==> src/rtl/multicycle_ctrl.sv <==
// multicycle_ctrl: Moore control FSM for a multicycle MIPS datapath.
//
// The FSM steps each instruction through fetch, decode, execute, memory and
// write-back. Every datapath control is decoded from the registered state.
// The only exceptions are ir_write and pc_write in IF, which also follow
// mem_ready, so the IR and PC load on the cycle the fetch completes.
//
// Build option:
//   IMM_ALU_EN  When defined, addi/andi/ori (0x08/0x0C/0x0D) run through
//               EXI -> WBI. When undefined, those opcodes are illegal and
//               encodings 11/12 behave like the other unused encodings.
//
// Ports:
//   clk, rst        rising-edge clock, asynchronous active-high reset
//   opcode          IR[31:26] of the current instruction
//   mem_ready       memory finished the current read/write this cycle
//   alusrca         0 = PC, 1 = rs data
//   alusrcb         00 rt, 01 const 4, 10 sign-ext imm, 11 sign-ext imm<<2
//   alu_op          00 add, 01 sub, 10 funct-decoded, 11 imm-op decoded
//   pc_write        unconditional PC load
//   pc_write_cond   PC load if ALU zero
//   pc_source       00 ALU result, 01 ALUOut, 10 jump target
//   iord            0 = PC addresses memory, 1 = ALUOut
//   mem_read        memory read strobe
//   mem_write       memory write strobe
//   ir_write        IR load
//   reg_write       register file write
//   reg_dst         0 = rt, 1 = rd
//   mem_to_reg      0 = ALUOut, 1 = MDR
//   illegal_op      one-cycle flag, raised in ID for an unsupported opcode
//   state           current state encoding, for debug
module multicycle_ctrl #(
  parameter int unsigned STATE_W = 4
) (
  input  logic               clk,
  input  logic               rst,
  input  logic [5:0]         opcode,
  input  logic               mem_ready,
  output logic               alusrca,
  output logic [1:0]         alusrcb,
  output logic [1:0]         alu_op,
  output logic               pc_write,
  output logic               pc_write_cond,
  output logic [1:0]         pc_source,
  output logic               iord,
  output logic               mem_read,
  output logic               mem_write,
  output logic               ir_write,
  output logic               reg_write,
  output logic               reg_dst,
  output logic               mem_to_reg,
  output logic               illegal_op,
  output logic [STATE_W-1:0] state
);

  typedef enum logic [3:0] {
    StRst   = 4'd0,
    StIf    = 4'd1,
    StId    = 4'd2,
    StMaddr = 4'd3,
    StMrd   = 4'd4,
    StMwb   = 4'd5,
    StMwr   = 4'd6,
    StExr   = 4'd7,
    StWbr   = 4'd8,
    StBeq   = 4'd9,
    StJmp   = 4'd10,
    StExi   = 4'd11,
    StWbi   = 4'd12
  } state_e;

  localparam logic [5:0] OpRtype = 6'h00;
  localparam logic [5:0] OpJ     = 6'h02;
  localparam logic [5:0] OpBeq   = 6'h04;
  localparam logic [5:0] OpAddi  = 6'h08;
  localparam logic [5:0] OpAndi  = 6'h0C;
  localparam logic [5:0] OpOri   = 6'h0D;
  localparam logic [5:0] OpLw    = 6'h23;
  localparam logic [5:0] OpSw    = 6'h2B;

  state_e state_q, state_d;

  // Reset acts on the state register only. All outputs are state decodes, so
  // they drop to zero as soon as rst rises, and no write strobe can follow.
  always_ff @(posedge clk or posedge rst) begin
    if (rst) begin
      state_q <= StRst;
    end else begin
      state_q <= state_d;
    end
  end

  always_comb begin
    state_d       = StIf;
    alusrca       = 1'b0;
    alusrcb       = 2'b00;
    alu_op        = 2'b00;
    pc_write      = 1'b0;
    pc_write_cond = 1'b0;
    pc_source     = 2'b00;
    iord          = 1'b0;
    mem_read      = 1'b0;
    mem_write     = 1'b0;
    ir_write      = 1'b0;
    reg_write     = 1'b0;
    reg_dst       = 1'b0;
    mem_to_reg    = 1'b0;
    illegal_op    = 1'b0;

    case (state_q)
      StRst: begin
        state_d = StIf;
      end

      // Fetch: PC + 4 is computed in the ALU. IR and PC load only on the
      // cycle memory delivers the word.
      StIf: begin
        mem_read = 1'b1;
        alusrcb  = 2'b01;
        ir_write = mem_ready;
        pc_write = mem_ready;
        state_d  = mem_ready ? StId : StIf;
      end

      // Decode: the branch target (PC + imm<<2) is precomputed into ALUOut.
      StId: begin
        alusrcb = 2'b11;
        case (opcode)
          OpLw, OpSw: state_d = StMaddr;
          OpRtype:    state_d = StExr;
          OpBeq:      state_d = StBeq;
          OpJ:        state_d = StJmp;
`ifdef IMM_ALU_EN
          OpAddi, OpAndi, OpOri: state_d = StExi;
`endif
          default: begin
            illegal_op = 1'b1;
            state_d    = StIf;
          end
        endcase
      end

      StMaddr: begin
        alusrca = 1'b1;
        alusrcb = 2'b10;
        if (opcode == OpLw) begin
          state_d = StMrd;
        end else if (opcode == OpSw) begin
          state_d = StMwr;
        end else begin
          // The opcode changed under us; abandon the instruction.
          state_d = StIf;
        end
      end

      StMrd: begin
        mem_read = 1'b1;
        iord     = 1'b1;
        state_d  = mem_ready ? StMwb : StMrd;
      end

      StMwb: begin
        reg_write  = 1'b1;
        mem_to_reg = 1'b1;
        state_d    = StIf;
      end

      StMwr: begin
        mem_write = 1'b1;
        iord      = 1'b1;
        state_d   = mem_ready ? StIf : StMwr;
      end

      StExr: begin
        alusrca = 1'b1;
        alu_op  = 2'b10;
        state_d = StWbr;
      end

      StWbr: begin
        reg_write = 1'b1;
        reg_dst   = 1'b1;
        state_d   = StIf;
      end

      StBeq: begin
        alusrca       = 1'b1;
        alu_op        = 2'b01;
        pc_write_cond = 1'b1;
        pc_source     = 2'b01;
        state_d       = StIf;
      end

      StJmp: begin
        pc_write  = 1'b1;
        pc_source = 2'b10;
        state_d   = StIf;
      end

`ifdef IMM_ALU_EN
      StExi: begin
        alusrca = 1'b1;
        alusrcb = 2'b10;
        alu_op  = 2'b11;
        state_d = StWbi;
      end

      StWbi: begin
        reg_write = 1'b1;
        state_d   = StIf;
      end
`endif

      // Unused encodings: outputs stay zero and the FSM returns to IF.
      default: begin
        state_d = StIf;
      end
    endcase
  end

  assign state = STATE_W'(state_q);

endmodule

==> config.mk <==
export PLATFORM = sky130hd
export DESIGN_NAME = multicycle_ctrl
export DESIGN_NICKNAME = d
export VERILOG_FILES = /design/src/rtl/multicycle_ctrl.sv
export SDC_FILE = /design/constraint.sdc
export NUM_CORES = 1
export LEC_CHECK = 0
export BUFFER_PORTS_ARGS = -buffer_cell sky130_fd_sc_hd__buf_2
export CORE_AREA = 2 2 39 41
export CTS_BUF_LIST = sky130_fd_sc_hd__clkbuf_4 sky130_fd_sc_hd__clkbuf_8
export DETAILED_ROUTE_END_ITERATION = 8
export DIE_AREA = 0 0 41 43
export HOLD_SLACK_MARGIN = 0.06
export PLACE_DENSITY = 0.83
export SLEW_MARGIN = 25
export SYNTH_ARGS = -nofsm -noshare
export SYNTH_HDL_FRONTEND = slang
export SYNTH_SLANG_ARGS = --single-unit
==> constraint.sdc <==
create_clock -name clk -period 3.7 [get_ports clk]
set_input_delay 0.185 -clock clk [delete_from_list [all_inputs] [get_ports clk]]
set_output_delay 0.185 -clock clk [all_outputs]
set_load 0.02 [all_outputs]
# Word-level counts from Yosys, hierarchy flattened

Index checks and enable logic that the tools add are counted.

Register bits: 4
Latch bits: 0
Bits in writable memories: 0
ROM bits: 0
Output and inout port bits: 21
Memories: 0

Add/sub/neg operators: 0
$mul: 0
Div/mod/pow operators: 0
$lt $le $gt $ge: 0
Equality and inequality tests: 14
Shift-type cells: 0
Multiplexer cells: 22
Bitwise gates (word level): 0
Reduce and logical (&&, ||, !) cells: 7

Operators with widths:

| operator             | number |
|---|---|
| $pmux W4 S6          | 1 |
| $eq A4 B3 Y1 const B | 4 |
| $pmux W4 S4          | 1 |
| $eq A4 B4 Y1 const B | 3 |
| $eq A6 B6 Y1 const B | 2 |
| $mux W1              | 12 |
| $mux W3              | 3 |
| $eq A4 B2 Y1 const B | 2 |
| $pmux W2 S2          | 2 |
| $reduce_or A2 Y1     | 4 |
| $eq A6 B2 Y1 const B | 1 |
| $eq A6 B3 Y1 const B | 1 |
| $logic_not A6 Y1     | 1 |
| $pmux W2 S3          | 1 |
| $reduce_or A5 Y1     | 1 |
| $eq A4 B1 Y1 const B | 1 |
| $reduce_or A3 Y1     | 1 |
| $mux W2              | 1 |
| $pmux W1 S2          | 1 |

# Depth between registers and ports, before layout

Depth in word-level cells: 4
Gate-level depth with buffers: 5
Depth with buffers taken out: 4

# Least setup slack after synthesis

No wires, ideal clock.

Path kind: register -> output
Start: reg state_q[2] (netlist: state[2])
End: out illegal_op
Data arrival time: 1,530 ps
Required time: 3,515 ps
Slack: 1,985 ps
Stages on the path, launching flop included: 4
Path buffers: 1
Path through: dfrtp_1 -> buf_6 -> or3_1 -> nor3_1

Word-level cells in the longest chain between the ends: 2

RTL lines:

| what                   | line | source |
|---|---|---|
| from (decl)            | 81   | `state_e state_q, state_d;` |
| from (signal assigned) | 87   | `state_q <= StRst;` |
| from (signal assigned) | 89   | `state_q <= state_d;` |
| $eq A4 B2 Y1           | 110  | `case (state_q)` |
| $mux W1                | 110  |  |
| to (decl)              | 52   | `output logic illegal_op,` |

No other way between the ends.

# Worst setup path in the final report

Start: reg state_q[0] (netlist: state[0])
End: out illegal_op

The elaborated chain is that of the path after synthesis.

==> metrics <==
Netlist Area Pre-Place 528 µm²; unrepaired setup endpoints after global routing no; CTS Root Cell clkbuf_4; Worst VDD drop 0.271 mV; Worst slew margin 0.640; fillers 140; Initial Util 0.382; GPL Wtd Cong 0.720; Antenna Violating Nets Remaining 0; worst slack, placed 2.08 ns; # clock sinks 4; reg2reg start state[3]; initial antenna violation count 0; top_reg_cell synth dfrtp_1; Gate Count Post-Synth 66; Fin. Hold Viols 0; Final min period 1.90 ns; CTS tree done; placed instance count 106; final wirelength 1.21 mm; Worst Tran Pin Value 0.540 ns; Non-Filler Instances 110; WP buf/inv 1; share of post-route cells with drive strength above 1 0.457; total gr overflow 0; ys async rst share 1.00; max incr delay on CP 0.54 ns; Final period util 0.513; crit start category flop; core area 0.00138 mm²; pin count of the biggest net entering global routing 16; Setup violations, final 0; multi-input logic area 375 µm²; FMAX 0.527 GHz; Register Area 100 µm²; crit-path cells nand2b_4 -> or3_1 -> nor3_1 -> buf_2; post-synthesis cell type count 31; wire per inst 11.0 µm; clock latency on the worst-skew pair 0.23 ns; drt first pass iters 2; synth top area cells dfrtp_1 (19%), nor2_1 (7.1%), nor3_1 (5.7%); CTS Buf Count 3; max-slew violations 0; DRC viols 0; P&R area growth vs syn 28.9%; GRT Overall Usage 0.146; Pwr Total 0.356 mW; IO Count 30; Worst Hold Class input pin to flop; FF-to-FF path depth 3; placed wire-length estimate 929 µm; leakage 0.344 nW; Setup CP Type flop to primary output; Max Buffers Root-to-Sink 2; Final nets 105; status finished, final reports clean; largest fanout on the critical path 14; CTS Hold Buffers Added 1; # diodes 0; reg2reg end state[2]; Avg Vias per Cell 5.19; # Post-CTS Setup Buffers 0; Clock Skew 0.0000616 ns; Synth area leader dfrtp_1; top-area cell type share of the netlist area 0.190; cell family with most CP delay simple AND/OR/NAND/NOR gates; starting DRC count in detailed routing 4; width of the die 41 µm; r2r setup slk 2.30 ns; Levels on crit path 4; Die Ht 43 µm; htree depth 1; DR vias 571; global-route wire length before repair 1.80 mm; setup slack after layout 1.80 ns; synthesized flop and latch total 4; Die ar. 0.00176 mm²; commonest non-fill, non-tap cell in the layout buf_2; leading cell types in the layout, fill and taps excluded buf_2 (29), nor2_1 (10), nand2_1 (7); Net Count, Synth 75; port bufs 29; CTS-repair resized insts 0; PwrDens 523 mW/mm²; slowest CP cell dfrtp_1; Ys Warns 0; std cell rows 14; final setup TNS 0 ns; CP Capture Type primary output; Worst Path Arrival 1.71 ns; register area share after synthesis 0.190; worst endpoint required time 3.51 ns; vias in the first global route 444; number of flops mapped to enable cells by yosys 0; Largest register FFs 4; max cap viols 0; clock slew at reported path FFs 0.04 ns; Syn Area/Cell 8.00 µm²; worst setup path start state[0]; Setup crit end illegal_op
[layer usage]
metal  global-route usage  wire [µm]  up-vias
met2                0.222        531       27
met1                0.192        568      250
met3               0.0628        112        0
li1                     -          -      294
met4               0.0200          0        0
met5                    0          0        -
[power by group]
part           internal (mW)  leakage [nW]  switching (mW)
clock network         0.0363        0.0138          0.0185
logic                 0.0893         0.278           0.122
registers             0.0533        0.0520          0.0360
[worst min-delay path by stage]
stage,endpoint,cells past startpoint,slack (ns),startpoint
after floorplan,state[0],1,-0.05,rst
after global placement,state[1],2,0.07,rst
after detailed placement,state[1],2,0.07,rst
after CTS,state[1],3,0.22,opcode[3]
after global routing,state[1],3,0.22,opcode[3]
final,state[1],3,0.22,opcode[3]
[synth_stat cells (2+ instances only)]
cell,number
a211oi_1,2
buf_4,3
buf_6,2
dfrtp_1,4
inv_1,2
mux2_2,2
nand2_1,7
nand2b_4,2
nand3_1,4
nor2_1,10
nor3_1,6
o21ai_0,2
or3_1,2
[through the flow]
step	util	area, µm²	hold WS, ns
finish	0.492	681	0.219
global route	0.492	681	0.223
CTS	0.492	681	0.216
detailed placement	0.468	648	0.0690
global placement	0.468	648	0.0669
floorplan	-	528	-0.0489
[final cells by class]
type                            count  share of cell area
Tap cell                           16              0.0294
Timing Repair Buffer               30               0.228
Sequential cell                     4               0.147
Clock buffer                        3              0.0331
Inverter                            2              0.0110
Multi-Input combinational cell     55               0.551
[kinds of logic (layout without fill, tap and decap cells)]
family	count (synthesis)	count (layout)	share of synthesized area
xor gates and xnor gates	2	2	0.0332
DFF	4	4	0.190
muxes	3	3	0.0616
AOI/OAI and AO/OA	11	11	0.178
buffers and inverters	7	35	0.0995
and+or+nand+nor	39	39	0.438
[worst min-delay path: cells and delay by family]
kind,cells,cell delay [ns]
compound gates,1,0.07
simple gates,1,0.07
buf+inv,1,0.09
Power figures use the tool's default switching activity.
